## config.mk

```make
export PLATFORM = sky130hd
export DESIGN_NAME = mc_cpu_core_flat
export DESIGN_NICKNAME = d
export VERILOG_FILES = /design/src/rtl/mc_cpu_core_if.sv /design/src/rtl/mc_cpu_core.sv /design/src/flat_wrapper.sv
export SDC_FILE = /design/constraint.sdc
export NUM_CORES = 1
export LEC_CHECK = 0
export BUFFER_PORTS_ARGS = -buffer_cell sky130_fd_sc_hd__buf_4
export CAP_MARGIN = 25
export CELL_PAD_IN_SITES_DETAIL_PLACEMENT = 1
export CELL_PAD_IN_SITES_GLOBAL_PLACEMENT = 1
export CORE_AREA = 2 2 283 285
export CTS_CLUSTER_SIZE = 30
export DETAILED_ROUTE_END_ITERATION = 8
export DIE_AREA = 0 0 285 287
export PLACE_DENSITY_LB_ADDON = 0.1
export SYNTH_ARGS = -nofsm -noshare
export SYNTH_HDL_FRONTEND = slang
export SYNTH_SLANG_ARGS = --single-unit
export TNS_END_PERCENT = 5
```

## constraint.sdc

```tcl
create_clock -name clk -period 17.1 [get_ports clk]
set_clock_uncertainty 0.15 [all_clocks]
set_input_delay 4.275 -clock clk [delete_from_list [all_inputs] [get_ports clk]]
set_output_delay 4.275 -clock clk [all_outputs]
set_load 0.01 [all_outputs]
```

## src/rtl/mc_cpu_core_if.sv

```systemverilog
// mc_cpu_core_if: instruction and data memory request/acknowledge buses
interface mc_cpu_core_if #(
  parameter int DATA_W = 18,
  parameter int ADDR_W = 10
);
  logic              imem_req;
  logic [ADDR_W-1:0] imem_addr;
  logic              imem_ack;
  logic [DATA_W-1:0] imem_rdata;
  logic              dmem_req;
  logic              dmem_we;
  logic [ADDR_W-1:0] dmem_addr;
  logic [DATA_W-1:0] dmem_wdata;
  logic              dmem_ack;
  logic [DATA_W-1:0] dmem_rdata;
  modport master (
    output imem_req, imem_addr, dmem_req, dmem_we, dmem_addr, dmem_wdata,
    input  imem_ack, imem_rdata, dmem_ack, dmem_rdata
  );
  modport slave (
    input  imem_req, imem_addr, dmem_req, dmem_we, dmem_addr, dmem_wdata,
    output imem_ack, imem_rdata, dmem_ack, dmem_rdata
  );
endinterface

```

## src/rtl/mc_cpu_core.sv

```systemverilog
// mc_cpu_core: multi-cycle FETCH/DECODE/EXEC/MEM/WB core; define CPU_PERF_EN for cycle/retired counters
module mc_cpu_core #(
  parameter int          DATA_W   = 18,
  parameter int          ADDR_W   = 10,
  parameter int          NREG     = 16,
  parameter int unsigned RESET_PC = 0
) (
  input  logic              clk,
  input  logic              reset,
  mc_cpu_core_if.master     bus,
  output logic              halted,
  output logic [ADDR_W-1:0] pc,
  output logic [2:0]        flags
`ifdef CPU_PERF_EN
  ,
  output logic [31:0]       cycle_cnt,
  output logic [31:0]       retired_cnt
`endif
);
  localparam int RW = NREG > 1 ? $clog2(NREG) : 1;
  localparam int IW = DATA_W - 12;
  typedef enum logic [2:0] {FETCH, DECODE, EXEC, MEM, WB, HALT} state_t;
  state_t state, nxt;
  logic [DATA_W-1:0] rf [NREG];
  logic [DATA_W-1:0] ir, a, b, d, res, imm, alu, dwdata;
  logic [DATA_W:0]   add_r;
  logic [ADDR_W-1:0] daddr;
  logic [3:0]        op;
  logic [RW-1:0]     rd_i, rs1_i, rs2_i;
  logic              alu_c, taken;
  assign op    = ir[DATA_W-1 -: 4];
  assign rd_i  = ir[DATA_W-8 +: RW];
  assign rs1_i = ir[DATA_W-12 +: RW];
  assign rs2_i = ir[DATA_W-16 +: RW];
  assign imm   = {{12{ir[IW-1]}}, ir[IW-1:0]};
  assign add_r = {1'b0, a} + {1'b0, op == 4'd0 ? b : imm};
  assign taken = op == 4'd10 || (op == 4'd11 && flags[0]) || (op == 4'd12 && flags[1]) || (op == 4'd13 && flags[2]);
  assign bus.imem_req   = state == FETCH && !reset;
  assign bus.imem_addr  = pc;
  assign bus.dmem_req   = state == MEM;
  assign bus.dmem_we    = state == MEM && op == 4'd9;
  assign bus.dmem_addr  = daddr;
  assign bus.dmem_wdata = dwdata;
  assign halted         = state == HALT;
  // ALU result and carry/borrow for the op held in ir
  always_comb begin
    alu = add_r[DATA_W-1:0];
    case (op)
      4'd1: alu = a - b;
      4'd3: alu = a & b;
      4'd4: alu = a | b;
      4'd5: alu = a ^ b;
      4'd6: alu = a << imm[3:0];
      4'd7: alu = a >> imm[3:0];
      default: alu = add_r[DATA_W-1:0];
    endcase
    alu_c = (op == 4'd0 || op == 4'd2) ? add_r[DATA_W] : op == 4'd1 ? a < b : 1'b0;
  end
  // next-state decode; memory phases wait for their ack
  always_comb begin
    nxt = state;
    case (state)
      FETCH:  nxt = bus.imem_ack ? DECODE : FETCH;
      DECODE: nxt = EXEC;
      EXEC:   nxt = !op[3] ? WB : (op == 4'd8 || op == 4'd9) ? MEM : op == 4'd15 ? HALT : FETCH;
      MEM:    nxt = !bus.dmem_ack ? MEM : op == 4'd8 ? WB : FETCH;
      WB:     nxt = FETCH;
      default: nxt = HALT;
    endcase
  end
  // state, PC, flags, operand latches and register file
  always_ff @(posedge clk or posedge reset) begin
    if (reset) begin
      state  <= FETCH;
      pc     <= ADDR_W'(RESET_PC);
      flags  <= '0;
      ir     <= '0;
      a      <= '0;
      b      <= '0;
      d      <= '0;
      res    <= '0;
      daddr  <= '0;
      dwdata <= '0;
      for (int i = 0; i < NREG; i++) rf[i] <= '0;
    end else begin
      state <= nxt;
      case (state)
        FETCH: if (bus.imem_ack) ir <= bus.imem_rdata;
        DECODE: begin
          a <= rf[rs1_i];
          b <= rf[rs2_i];
          d <= rf[rd_i];
        end
        EXEC: begin
          if (!op[3]) begin
            res   <= alu;
            flags <= {alu[DATA_W-1], alu_c, alu == '0};
          end
          if (op == 4'd8 || op == 4'd9) begin
            daddr  <= add_r[ADDR_W-1:0];
            dwdata <= d;
          end
          if (op >= 4'd10 && op <= 4'd14) pc <= taken ? ir[ADDR_W-1:0] : pc + 1'b1;
        end
        MEM: if (bus.dmem_ack) begin
          res <= bus.dmem_rdata;
          if (op == 4'd9) pc <= pc + 1'b1;
        end
        WB: begin
          if (rd_i != '0) rf[rd_i] <= res;
          pc <= pc + 1'b1;
        end
        default: ;
      endcase
    end
  end
`ifdef CPU_PERF_EN
  // cycle and retired-instruction counters
  always_ff @(posedge clk or posedge reset) begin
    if (reset) begin
      cycle_cnt   <= '0;
      retired_cnt <= '0;
    end else begin
      if (state != HALT) cycle_cnt <= cycle_cnt + 1'b1;
      if ((nxt == FETCH && (state == EXEC || state == MEM || state == WB)) || (state == EXEC && nxt == HALT))
        retired_cnt <= retired_cnt + 1'b1;
    end
  end
`endif
endmodule

```

## src/flat_wrapper.sv

```systemverilog
// flat-port wrapper written by rule: the top's interface ports become plain ports
module mc_cpu_core_flat 
#(
  parameter int          DATA_W   = 18,
  parameter int          ADDR_W   = 10,
  parameter int          NREG     = 16,
  parameter int unsigned RESET_PC = 0
)
  (clk, reset, halted, pc, flags, bus_imem_req, bus_imem_addr, bus_dmem_req, bus_dmem_we, bus_dmem_addr, bus_dmem_wdata, bus_imem_ack, bus_imem_rdata, bus_dmem_ack, bus_dmem_rdata);
  mc_cpu_core_if #(.DATA_W(DATA_W), .ADDR_W(ADDR_W)) bus_i ();
  input  logic clk;
  input  logic reset;
  output logic halted;
  output logic [ADDR_W-1:0] pc;
  output logic [2:0] flags;
  output wire logic [$bits(bus_i.imem_req)-1:0] bus_imem_req;
  output wire logic [$bits(bus_i.imem_addr)-1:0] bus_imem_addr;
  output wire logic [$bits(bus_i.dmem_req)-1:0] bus_dmem_req;
  output wire logic [$bits(bus_i.dmem_we)-1:0] bus_dmem_we;
  output wire logic [$bits(bus_i.dmem_addr)-1:0] bus_dmem_addr;
  output wire logic [$bits(bus_i.dmem_wdata)-1:0] bus_dmem_wdata;
  input wire logic [$bits(bus_i.imem_ack)-1:0] bus_imem_ack;
  input wire logic [$bits(bus_i.imem_rdata)-1:0] bus_imem_rdata;
  input wire logic [$bits(bus_i.dmem_ack)-1:0] bus_dmem_ack;
  input wire logic [$bits(bus_i.dmem_rdata)-1:0] bus_dmem_rdata;
  assign bus_imem_req = bus_i.imem_req;
  assign bus_imem_addr = bus_i.imem_addr;
  assign bus_dmem_req = bus_i.dmem_req;
  assign bus_dmem_we = bus_i.dmem_we;
  assign bus_dmem_addr = bus_i.dmem_addr;
  assign bus_dmem_wdata = bus_i.dmem_wdata;
  assign bus_i.imem_ack = bus_imem_ack;
  assign bus_i.imem_rdata = bus_imem_rdata;
  assign bus_i.dmem_ack = bus_dmem_ack;
  assign bus_i.dmem_rdata = bus_dmem_rdata;
  mc_cpu_core #(.DATA_W(DATA_W), .ADDR_W(ADDR_W), .NREG(NREG), .RESET_PC(RESET_PC)) u_core (.clk(clk), .reset(reset), .bus(bus_i), .halted(halted), .pc(pc), .flags(flags));
endmodule
```

# Yosys cells after proc, flatten, opt, wreduce, memory -nomap -nowiden
# Cells that the tools add are included.
[word_totals] ff_bits=422 latch_bits=0 ram_bits=0 rom_bits=0 mem_count=0
[op_classes] add_sub_neg=3 mul=0 n_div=0 n_lt_le_gt_ge=7 eq_ne=23 shift=2 mux=31 bitwise=7 reduce_logical=25
[op_table] op="288-bit bitwise mux" n=1
[op_table] op="18-bit binary-select mux with 4-bit select" n=3
[op_table] op="18-bit 2-to-1 mux" n=10
[op_table] op="18-bit case mux with 6 select lines" n=1
[op_table] op="18-bit demux with 4-bit select" n=1
[op_table] op="10-bit 2-to-1 mux" n=4
[op_table] op="18-bit case mux with 2 select lines" n=1
[op_table] op="10-bit case mux with 3 select lines" n=1
[op_table] op="4-bit == test (second input constant)" n=7
[op_table] op="18-bit by 18-bit adder with 19-bit output" n=1
[op_table] op="18-bit bitwise AND" n=1
[op_table] op="18-bit logical NOT" n=1
[op_table] op="18-bit less-than comparator" n=1
[op_table] op="18-bit OR" n=1
[op_table] op="18-bit by 4-bit << shifter with 18-bit output" n=1
[op_table] op="18-bit by 4-bit right shift with 18-bit output" n=1
[op_table] op="18-bit subtractor" n=1
[op_table] op="18-bit XOR" n=1
[op_table] op="4-bit by 3-bit == test with 1-bit output (second input constant)" n=4
[op_table] op="5-bit greater-or-equal comparator (second input constant)" n=3
[op_table] op="3-bit 2-to-1 mux" n=5
[op_table] op="4-bit inverter with 5-bit output" n=3
[op_table] op="3-bit case mux with 5 select lines" n=1
[op_table] op="10-bit by 1-bit adder with 10-bit output (second input constant)" n=1
[op_table] op="other kinds (23)" n=43

# Longest topological paths before layout
# Gate-level depths: netlist of the first run.
[depth] depth_word=8 mapped_depth=19 depth_no_buf=14

# Worst setup path after synthesis of the first run
# Ideal clock, no wire load.
[synth_path] kind="input -> output" startpoint="input reset" endpoint="output bus_imem_req" arrival_ns=4.628 slack_ns=8.047 stages=1 path_buffers=0 path_cell_list="nor4_1"
[synth_via] elab_chain_cells=2
[synth_rtl] element="from (decl)" line="flat_wrapper.sv:12" rtl="input logic reset;"
[synth_rtl] element="1-bit logical NOT" line="mc_cpu_core.sv:38" rtl="assign bus.imem_req = state == FETCH && !reset;"
[synth_rtl] element="1-bit logical AND" line="mc_cpu_core.sv:38"
[synth_rtl] element="to (decl)" line="flat_wrapper.sv:16" rtl="output wire logic [$bits(bus_i.imem_req)-1:0] bus_imem_req;"
# Every way passes these cells.

# Final worst setup path of the first run
# Ends and elaborated chain as after synthesis.

==> results of run 1 <==
-- final cells by class --
| class | instances | area, um^2 | area share |
|---|---|---|---|
| inverter | 64 | 247.7 | 0.008012 |
| timing repair buffer | 147 | 1171 | 0.03787 |
| clock buffer | 75 | 1528 | 0.04941 |
| multi-input combinational | 1506 | 15840 | 0.5123 |
| clock inverter | 21 | 231.5 | 0.007486 |
| tap | 1050 | 1314 | 0.04249 |
| sequential | 422 | 10590 | 0.3424 |
-- state kept, by name, indices dropped and copies added (netlist names) --
register and flops:
u_core.rf 288, u_core.a 18, u_core.b 18, u_core.bus.dmem_wdata 18
u_core.d 18, u_core.ir 18, u_core.res 18, u_core.bus.dmem_addr 10
u_core.bus.imem_addr 10, u_core.flags 3, u_core.state 3
-- logic make-up (layout without fill, tap and decap cells) --
family,after synthesis,count (layout)
xor+xnor,15,15
flops,422,422
mux,637,637
buf+inv,263,307
fa+ha+maj,75,75
simple gates,444,444
compound gates,335,335
-- placed cells by master (no fill, tap or decap), types with 25 or more instances in the layout --
master / count
mux2i_1: 25
dfrtp_1: 412
nand2_1: 223
a21oi_1: 65
mux2_2: 312
nor2_1: 63
ha_1: 73
mux4_2: 291
inv_1: 59
o21ai_0: 105
clkbuf_16: 52
buf_4: 142
nand3_1: 25
-- Yosys cell counts (all sizes together), types with 19 or more instances --
cell type	number	area (um^2)
dfrtp	422	10560
mux2	319	3607
mux4	291	6554
nand2	229	859.6
clkbuf	138	520.5
o21ai	109	545.5
ha	73	913.4
nor2	69	259.0
a21oi	66	330.3
inv	63	236.5
buf	61	315.3
mux2i	27	277.8
nand3	25	125.1
nor2b	21	131.4
o22ai	19	118.9
-- per-stage QoR --
step | cell area (um^2) | hold WS (ns) | instances | power, uW | setup slack (ns)
final | 30920 | 0.2645 | 3285 | 2317 | 7.889
after floorplan | 27390 | 0.2848 | 2191 | 1135 | 0.9268
after global routing | 30920 | 0.2824 | 3285 | 2406 | 7.842
after detailed placement | 29090 | 0.2531 | 3186 | 1201 | 7.888
after global placement | 29060 | 0.2421 | 3184 | 1201 | 7.853
after CTS | 30850 | 0.2698 | 3282 | 2351 | 7.882
-- routing by layer --
metal	share of wire	vias to the layer above	global-route usage
met2	0.48	475	0.4162
met5	0	-	0
li1	-	8359	-
met4	0.031	0	0.07251
met1	0.45	10655	0.3449
met3	0.038	157	0.03143
-- power groups by stage --
stage	Sequential, uW	Combinational [uW]	Clock (uW)
6_report	1010	169	1130
5_1_grt	1010	181	1210
4_1_cts	1010	169	1170
3_5_place_dp	1030	169	0
3_3_place_gp	1030	168	0
2_1_floorplan	1020	114	0
-- final timing paths --
| path | from | to | cells after the start |
|---|---|---|---|
| min reg2reg | u_core.rf[286] | u_core.rf[286] | 0 |
| max reg2reg | u_core.ir[16] | u_core.flags[0] | 14 |
| max | reset | bus_imem_req | 3 |
| min in group asynchronous | reset | u_core.ir[17] | 2 |
| max in group asynchronous | reset | u_core.ir[7] | 5 |
| min | u_core.rf[286] | u_core.rf[286] | 0 |
-- worst max-delay path: cells and delay by family --
kind / cells / cell delay [ns]
buffers and inverters: 2 / 0.31
AND/OR/NAND/NOR: 1 / 0.20
==> impl_results.md, run 1 <==
- Status: finished clean
- Count of input and output buffers: 94
- Worst Path Arrival: 4.79 ns
- Max-cap viol count: 0
- DRC: 0
- Detail Route Antenna Nets: 0
- Vias per Instance: 5.981
- Max clock buf depth: 3
- Crit path time final: 9.211 ns
- #FFs+latches synth: 422
- Pwr per Cell Area: 74.92 nW/um^2
- Worst-path clk slew: 0.06 ns
- CP endpoint kind: primary output
- Initial DRC count: 1352
- Clk root buf: clkbuf_16
- Vias after detailed routing: 19.65k
- Core Area: 78610 um^2
- Slew Limit Fails: 0
- Critical path cell sequence: buf_4 > nor4_1 > buf_4
- Chip height: 287 um
- R2R setup slack: 11.79 ns
- Unique masters post-synth: 85
- Register area share after synthesis: 0.3855
- RSZ-0062 raised after global routing: no
- Worst slew pin tran: 1.089 ns
- Max_slew headroom: 0.2660
- Post-synthesis xor/xnor area fraction: 0.004796
- Gp weighted congestion: 0.9030
- YS warnings: 0
- Row count: 103
- Routed len/inst: 31.03 um
- Post-Syn Instances: 2191
- Initial antenna violation count: 1
- GRT Resource Usage Total: 0.2505
- Post-cts sizing count: 0
- Sequential Power Share: 0.438
- Switching pwr: 590.2 uW
- Post-synth EDFFs: 0
- CTS buffer count: 51
- P_int: 1726 uW
- CTS sink count: 422
- Largest net degree at the start of global routing: 95
- TritonCTS clock tree: built
- Synth Area in Simple Gates: 0.07441
- Crit path kind: in2out
- Synth Flop Type: dfrtp_1
- Share of cells above drive strength 1: 0.3978
- Compound-gate portion of the synthesized area: 0.08012
- Gr ovfl total: 0
- Final nets: 2307
- Gate power share: 0.073
- Cell area after synthesis: 27390 um^2
- Slowest-stage cell, CP: nor4_1
- Number of global-route vias before repair: 20.74k
- Sw frac: 0.2548
- Die Width: 285 um
- N_diodes: 0
- Die Area: 81800 um^2
- Worst-skew pair later-pin latency: 0.62 ns
- Endpoints failing setup: 0
- Net Count, Synth: 2306
- Largest stage delay on the critical path: 0.20 ns
- Area growth from synthesis to layout: 12.88%
- H-tree lvl count: 2
- DP HPWL: 68530 um
- Io pins: 95
- Highest Clock Rate: 108.6 MHz
- Hold buffers post-CTS: 0
- Clk pwr share: 0.489
- LEAKAGE: 0.01336 uW
- Final hold vios: 0
- Worst Hold Class: reg2reg
- Most used cell, CP: buf_4
- Initial Util: 0.3484
- Peak VDD IR: 70.33 uV
- Layout fillers: 8219
- Syn Area/Cell: 12.50 um^2
- CP required: 12.68 ns
- Post-Synth Adder-Cell Area: 0.03481
- Critical Path Start Type: input pin
- Final worst path period share: 0.5386
- Setup tns final: 0 ns
- Core Util, Final: 0.3933
- Async SR Flop Fraction: 1.000
- Post-CTS setup buffer count: 0
- Final wirelength: 101900 um
- Crit-path max FO: 2
- DR pass1 iterations: 5
- First-pass GRT wire length: 150600 um
- Proportion of synthesized area in mux cells: 0.3811
- Largest family of logic cells by synthesized area: multiplexers
Power figures use the tool's default switching activity.
==> run 2, diff against run 1 <==
- clock period: 17.1 -> 7.82 ns (I/O delays scaled with it)
==> run 2 against run 1 <==
Net effect:
- register-to-register slack lost 8.9 ns
- largest power group unchanged
- critical path depth grew 11
- sequential power grew 120%
- worst hold slack is essentially flat
==> impl_results.md, run 2 (synthesis results as in run 1) <==
- Pwr per Cell Area: 169.6 nW/um^2 (+130%)
- Final worst path period share: 0.6336
- Vias per Instance: 5.991 (+0.17%)
- Reg2reg start: u_core.ir[14]
- H-tree lvl count: 2 (unchanged)
- First-pass GRT wire length: 155300 um (+3.2%)
- Reg2Reg Depth: 14 (unchanged)
- Critical Path Start Type: flop
- Initial antenna violation count: 0 (-1)
- Routed len/inst: 31.83 um (+2.6%)
- Final nets: 2306 (-0.043%)
- LEAKAGE: 0.01339 uW (+0.18%)
- DRC: 0 (unchanged)
- Endpoints failing setup: 0 (unchanged)
- CP endpoint kind: flop
- CP required: 8.18 ns (-4.50 ns)
- Clk root buf: clkbuf_16
- Largest net degree at the start of global routing: 174 (+83%)
- DP HPWL: 72290 um (+5.5%)
- Worst Path Arrival: 5.32 ns (+0.53 ns)
- Core Util, Final: 0.3947 (+0.001337)
- Switching pwr: 1311 uW (+120%)
- TritonCTS clock tree: built
- Sequential Power Share: 0.424 (-0.014)
- Setup tns final: 0 ns (unchanged)
- CP endpoint: u_core.flags[0]
- GRT Resource Usage Total: 0.2591 (+0.008578)
- Row count: 103 (unchanged)
- Gr ovfl total: 0 (unchanged)
- Most frequent cells in the layout: dfrtp_1 (412), mux2_2 (312), mux4_2 (291)
- Final wirelength: 104700 um (+2.7%)
- Chip height: 287 um (unchanged)
- R2R setup slack: 2.87 ns (-8.92 ns)
- Share of cells above drive strength 1: 0.3969 (-0.0008949)
- P_int: 3951 uW (+130%)
- Area growth from synthesis to layout: 13.26%
- Worst Hold Class: reg2reg
- Vias after detailed routing: 19.70k (+0.26%)
- Initial DRC count: 1570 (+16%)
- Die Area: 81800 um^2 (unchanged)
- Commonest non-fill, non-tap cell in the layout: dfrtp_1
- Peak VDD IR: 164.6 uV (+130%)
- Io pins: 95 (unchanged)
- Final hold vios: 0 (unchanged)
- Clk pwr share: 0.510 (+0.021)
- Post-CTS setup buffer count: 0 (unchanged)
- Highest Clock Rate: 201.8 MHz
- Die Width: 285 um (unchanged)
- Crit path launch: u_core.ir[14]
- Post-cts sizing count: 0 (unchanged)
- Slew Limit Fails: 0 (unchanged)
- Biggest register: u_core.rf
- Status: finished clean
- Count of input and output buffers: 94 (unchanged)
- CTS sink count: 422 (unchanged)
- Crit path kind: reg2reg
- DR pass1 iterations: 5 (unchanged)
- CTS buffer count: 53 (+3.9%)
- Gate power share: 0.066 (-0.007)
- Hold buffers post-CTS: 0 (unchanged)
- Hold slack final: 0.2642 ns (-0.0002720 ns)
- Max FFs per register: 288 (unchanged)
- Critical R2R Capture: u_core.flags[0]
- Worst-path clk slew: 0.06 ns (about the same)
- Core Area: 78610 um^2 (unchanged)
- RSZ-0062 raised after global routing: no
- Sw frac: 0.2491 (-0.005669)
- Max clock buf depth: 3 (unchanged)
- Crit path time final: 4.955 ns
- Max_slew headroom: 0.2818 (+0.01571)
- Initial Util: 0.3484 (unchanged)
- Number of global-route vias before repair: 21.05k (+1.5%)
- Crit-path max FO: 26 (+24)
- Worst-skew pair later-pin latency: 0.63 ns (about the same)
- Max-cap viol count: 0 (unchanged)
- Worst slew pin tran: 1.062 ns (-0.02731 ns)
- Detail Route Antenna Nets: 0 (unchanged)
- Gp weighted congestion: 0.9418 (+4.3%)
==> run 2: per-stage QoR <==
stage	power, uW	std cells	instance area [um^2]	worst slack, ns
global route	5463	3285	31020	2.348
global placement	2621	3184	29060	3.039
floorplan	2484	2191	27400	0.02152
finish	5262	3288	31030	2.865
detailed placement	2625	3185	29080	2.862
CTS	5336	3284	31000	2.833
==> run 2: layer usage <==
metal / vias to the layer above / share of wire / GRT usage
met2: 531 / 0.47 / 0.4218
met5: - / 0 / 0
li1: 8360 / - / -
met4: 0 / 0.029 / 0.07291
met3: 165 / 0.044 / 0.03310
met1: 10641 / 0.45 / 0.3647
==> run 2: worst max-delay path, cell delays in order, from the launching register on <==
cell and delay, ns:
dfrtp_1 0.36, buf_4 0.22, nor4_2 0.60, nand2b_1 0.56
nand2_1 0.12, ha_1 0.39, a21oi_1 0.12, o21ai_0 0.55
nor3b_1 0.14, a221o_1 0.49, o21bai_1 0.21, xor2_1 0.09
a221oi_1 0.40, nand4_1 0.22, o32ai_2 0.24
==> run 2: how the worst min path moves through the flow <==
stage	start	to	slack, ns	cells after the start
after CTS	u_core.rf[278]	u_core.rf[278]	0.27	0
after global routing	u_core.rf[284]	u_core.rf[284]	0.28	0
after global placement	u_core.rf[285]	u_core.rf[285]	0.24	0
after floorplan	u_core.d[0]	u_core.bus.dmem_wdata[0]	0.28	2
after detailed placement	u_core.rf[278]	u_core.rf[278]	0.25	0
final	u_core.rf[273]	u_core.rf[273]	0.26	0
==> run 2: cell type report <==
cell class,count,area (um^2)
clock buffers,80,1589
inverters,64,244.0
repair buffers,144,1114
multi-input cells,1506,15840
flip-flops and latches,422,10590
diodes,3,7.507
well taps,1050,1314
fillers,8218,47590
clock inverters,19,331.6
==> run 2: power by group through the flow <==
stage	Sequential (uW)	Combinational, uW	Clock, uW
after detailed placement	2270	353	0
after floorplan	2230	250	0
after global placement	2270	347	0
after CTS	2230	354	2750
after global routing	2230	374	2850
final	2230	348	2680
==> run 3, diff against run 2 <==
- clock period: 7.82 -> 4.8 ns (I/O delays scaled with it)
==> run 3 against run 2 <==
Net effect:
- combinational power is 77% higher
- critical path depth grew 1
- total power grew 60%
- worst hold slack better by 0.0058 ns
- largest cell class unchanged
==> impl_results.md, run 3 (synthesis results as in run 1) <==
- DRC: 0 (unchanged)
- Biggest register: u_core.rf
- DP HPWL: 72810 um (+0.72%)
- Crit path time final: 4.492 ns (-0.4625 ns)
- Highest Clock Rate: 222.6 MHz (+10%)
- Crit path launch: u_core.ir[14]
- Final worst path period share: 0.9359 (+0.3023)
- Row count: 103 (unchanged)
- Initial Util: 0.3484 (unchanged)
- RSZ-0062 raised after global routing: no
- Hold path start: u_core.rf[282]
- Vias after detailed routing: 20.00k (+1.5%)
- GRT Resource Usage Total: 0.2571 (-0.002009)
- DR pass1 iterations: 5 (unchanged)
- Switching pwr: 2116 uW (+61%)
- TritonCTS clock tree: built
- Share of cells above drive strength 1: 0.4031 (+0.006229)
- Sequential Power Share: 0.431 (+0.007)
- Routed len/inst: 31.72 um (-0.34%)
- Max_slew headroom: 0.3345 (+0.05277)
- Worst Path Arrival: 4.85 ns (-0.47 ns)
- CP required: 5.16 ns (-3.02 ns)
- CTS sink count: 422 (unchanged)
- Most frequent cells in the layout: dfrtp_1 (412), mux2_2 (312), mux4_2 (291)
- Reg2reg start: u_core.ir[14]
- Hold buffers post-CTS: 0 (unchanged)
- Final hold vios: 0 (unchanged)
- Vias per Instance: 6.041 (+0.84%)
- Pwr per Cell Area: 268.3 nW/um^2 (+58%)
- Post-Place Cells: 3213 (+0.88%)
- Endpoints failing setup: 0 (unchanged)
- Number of global-route vias before repair: 21.46k (+2.0%)
- Slew Limit Fails: 0 (unchanged)
- Initial DRC count: 1493 (-4.9%)
- Max FFs per register: 288 (unchanged)
- Worst-skew pair later-pin latency: 0.61 ns (-0.02 ns)
- Core Area: 78610 um^2 (unchanged)
- Gr ovfl total: 0 (unchanged)
- Final nets: 2332 (+1.1%)
- Critical Path Start Type: flop
- Crit path kind: reg2reg
- Setup tns final: 0 ns (unchanged)
- Non-Filler Instances: 3310 (+0.67%)
- WL met3: 4249 um (-7.7%)
- Chip height: 287 um (unchanged)
- N_diodes: 0 (-3)
- Sw frac: 0.2518 (+0.002717)
- Gp weighted congestion: 0.9050 (-3.9%)
- Crit-path max FO: 20 (-23%)
- Clk root buf: clkbuf_16
- Io pins: 95 (unchanged)
- Post-placement cell area: 29500 um^2 (+1.4%)
- WL met1: 46630 um (-1.7%)
- Status: finished clean
- Uppermost layer routed: met4
- Peak VDD IR: 237.1 uV (+44%)
- Clk pwr share: 0.495 (-0.015)
- Detail Route Antenna Nets: 0 (unchanged)
- Worst-path clk slew: 0.06 ns (about the same)
- Area growth from synthesis to layout: 14.30%
- P_int: 6285 uW (+59%)
- Count of input and output buffers: 94 (unchanged)
- Die Area: 81800 um^2 (unchanged)
- Final instance area: 31310 um^2 (+0.92%)
- Initial antenna violation count: 3 (+3)
- Final wirelength: 105000 um (+0.32%)
- First-pass GRT wire length: 154500 um (-0.51%)
- CP endpoint kind: flop
- Die Width: 285 um (unchanged)
- Largest net degree at the start of global routing: 94 (-46%)
- Commonest non-fill, non-tap cell in the layout: dfrtp_1
- Post-CTS setup buffer count: 0 (unchanged)
- Post-cts sizing count: 0 (unchanged)
- LEAKAGE: 0.01355 uW (+1.2%)
- Worst Hold Class: reg2reg
- Wire length on met2: 50890 um (+2.8%)
- Gate power share: 0.073 (+0.007)
- Max clock buf depth: 3 (unchanged)
- Worst slew pin tran: 0.9982 ns (-0.06390 ns)
- H-tree lvl count: 2 (unchanged)
- CTS buffer count: 52 (-1.9%)
- Max-cap viol count: 0 (unchanged)
run 3: cell count changes in the layout (fill, tap and decap cells not counted), sizes merged:
cell      delta
bufinv       -2
clkinvlp     -2
clkbuf       -3
buf         +27
inv          +4
clkinv       +1
diode        -3
run 3: routing by layer:
metal,global-route usage,vias to the layer above
met5,0,-
met4,0.07618,0
met3,0.02659,152
met2,0.4296,587
met1,0.3548,10844
li1,-,8412
run 3: path summary, 6_finish.rpt:
kind | to | slack (ns) | depth (start not counted)
setup / recovery | u_core.flags[0] | 0.31 | 15
hold / removal | u_core.rf[282] | 0.27 | 0
setup reg to reg | u_core.flags[0] | 0.31 | 15
hold reg to reg | u_core.rf[282] | 0.27 | 0
max in group asynchronous | u_core.rf[2] | 2.90 | 4
min in group asynchronous | u_core.ir[0] | 0.48 | 2
run 3: critical path: stages, from the launching register on:
cell	delay [ns]
dfrtp_1	0.39
nor4_2	0.41
buf_4	0.33
nand2b_1	0.18
buf_4	0.19
nand2_1	0.08
ha_1	0.37
nand2_1	0.06
o21ai_0	0.52
nor3b_1	0.13
a221o_1	0.47
o21bai_1	0.20
xor2_1	0.09
a221oi_1	0.40
nand4_1	0.19
o32ai_2	0.23
run 3: cell type report:
cell class	instances	area [um^2]
Clock buffer	77	1536
Clock inverter	20	269.0
Fill cell	8192	47300
Inverter	64	244.0
Multi-Input combinational cell	1506	15830
Sequential cell	422	10590
Tap cell	1050	1314
Timing Repair Buffer	171	1526
run 3: power groups by stage:
stage	Sequential [uW]	Combinational, uW	Clock (uW)
after floorplan	3640	408	0
after global placement	3710	596	0
after detailed placement	3690	625	0
after CTS	3620	627	4280
after global routing	3620	660	4420
final	3620	617	4160
run 3: per-stage QoR:
step / utilization / total power [uW] / hold WS, ns / worst slack, ns
6_report: 0.3983 / 8401 / 0.2700 / 0.3078
5_1_grt: 0.3983 / 8700 / 0.2836 / 0.004847
4_1_cts: 0.3983 / 8526 / 0.2654 / 0.2877
3_5_place_dp: 0.3753 / 4313 / 0.2534 / 0.3386
3_3_place_gp: 0.3736 / 4303 / 0.2434 / 0.4826
2_1_floorplan: - / 4046 / 0.2848 / -2.243
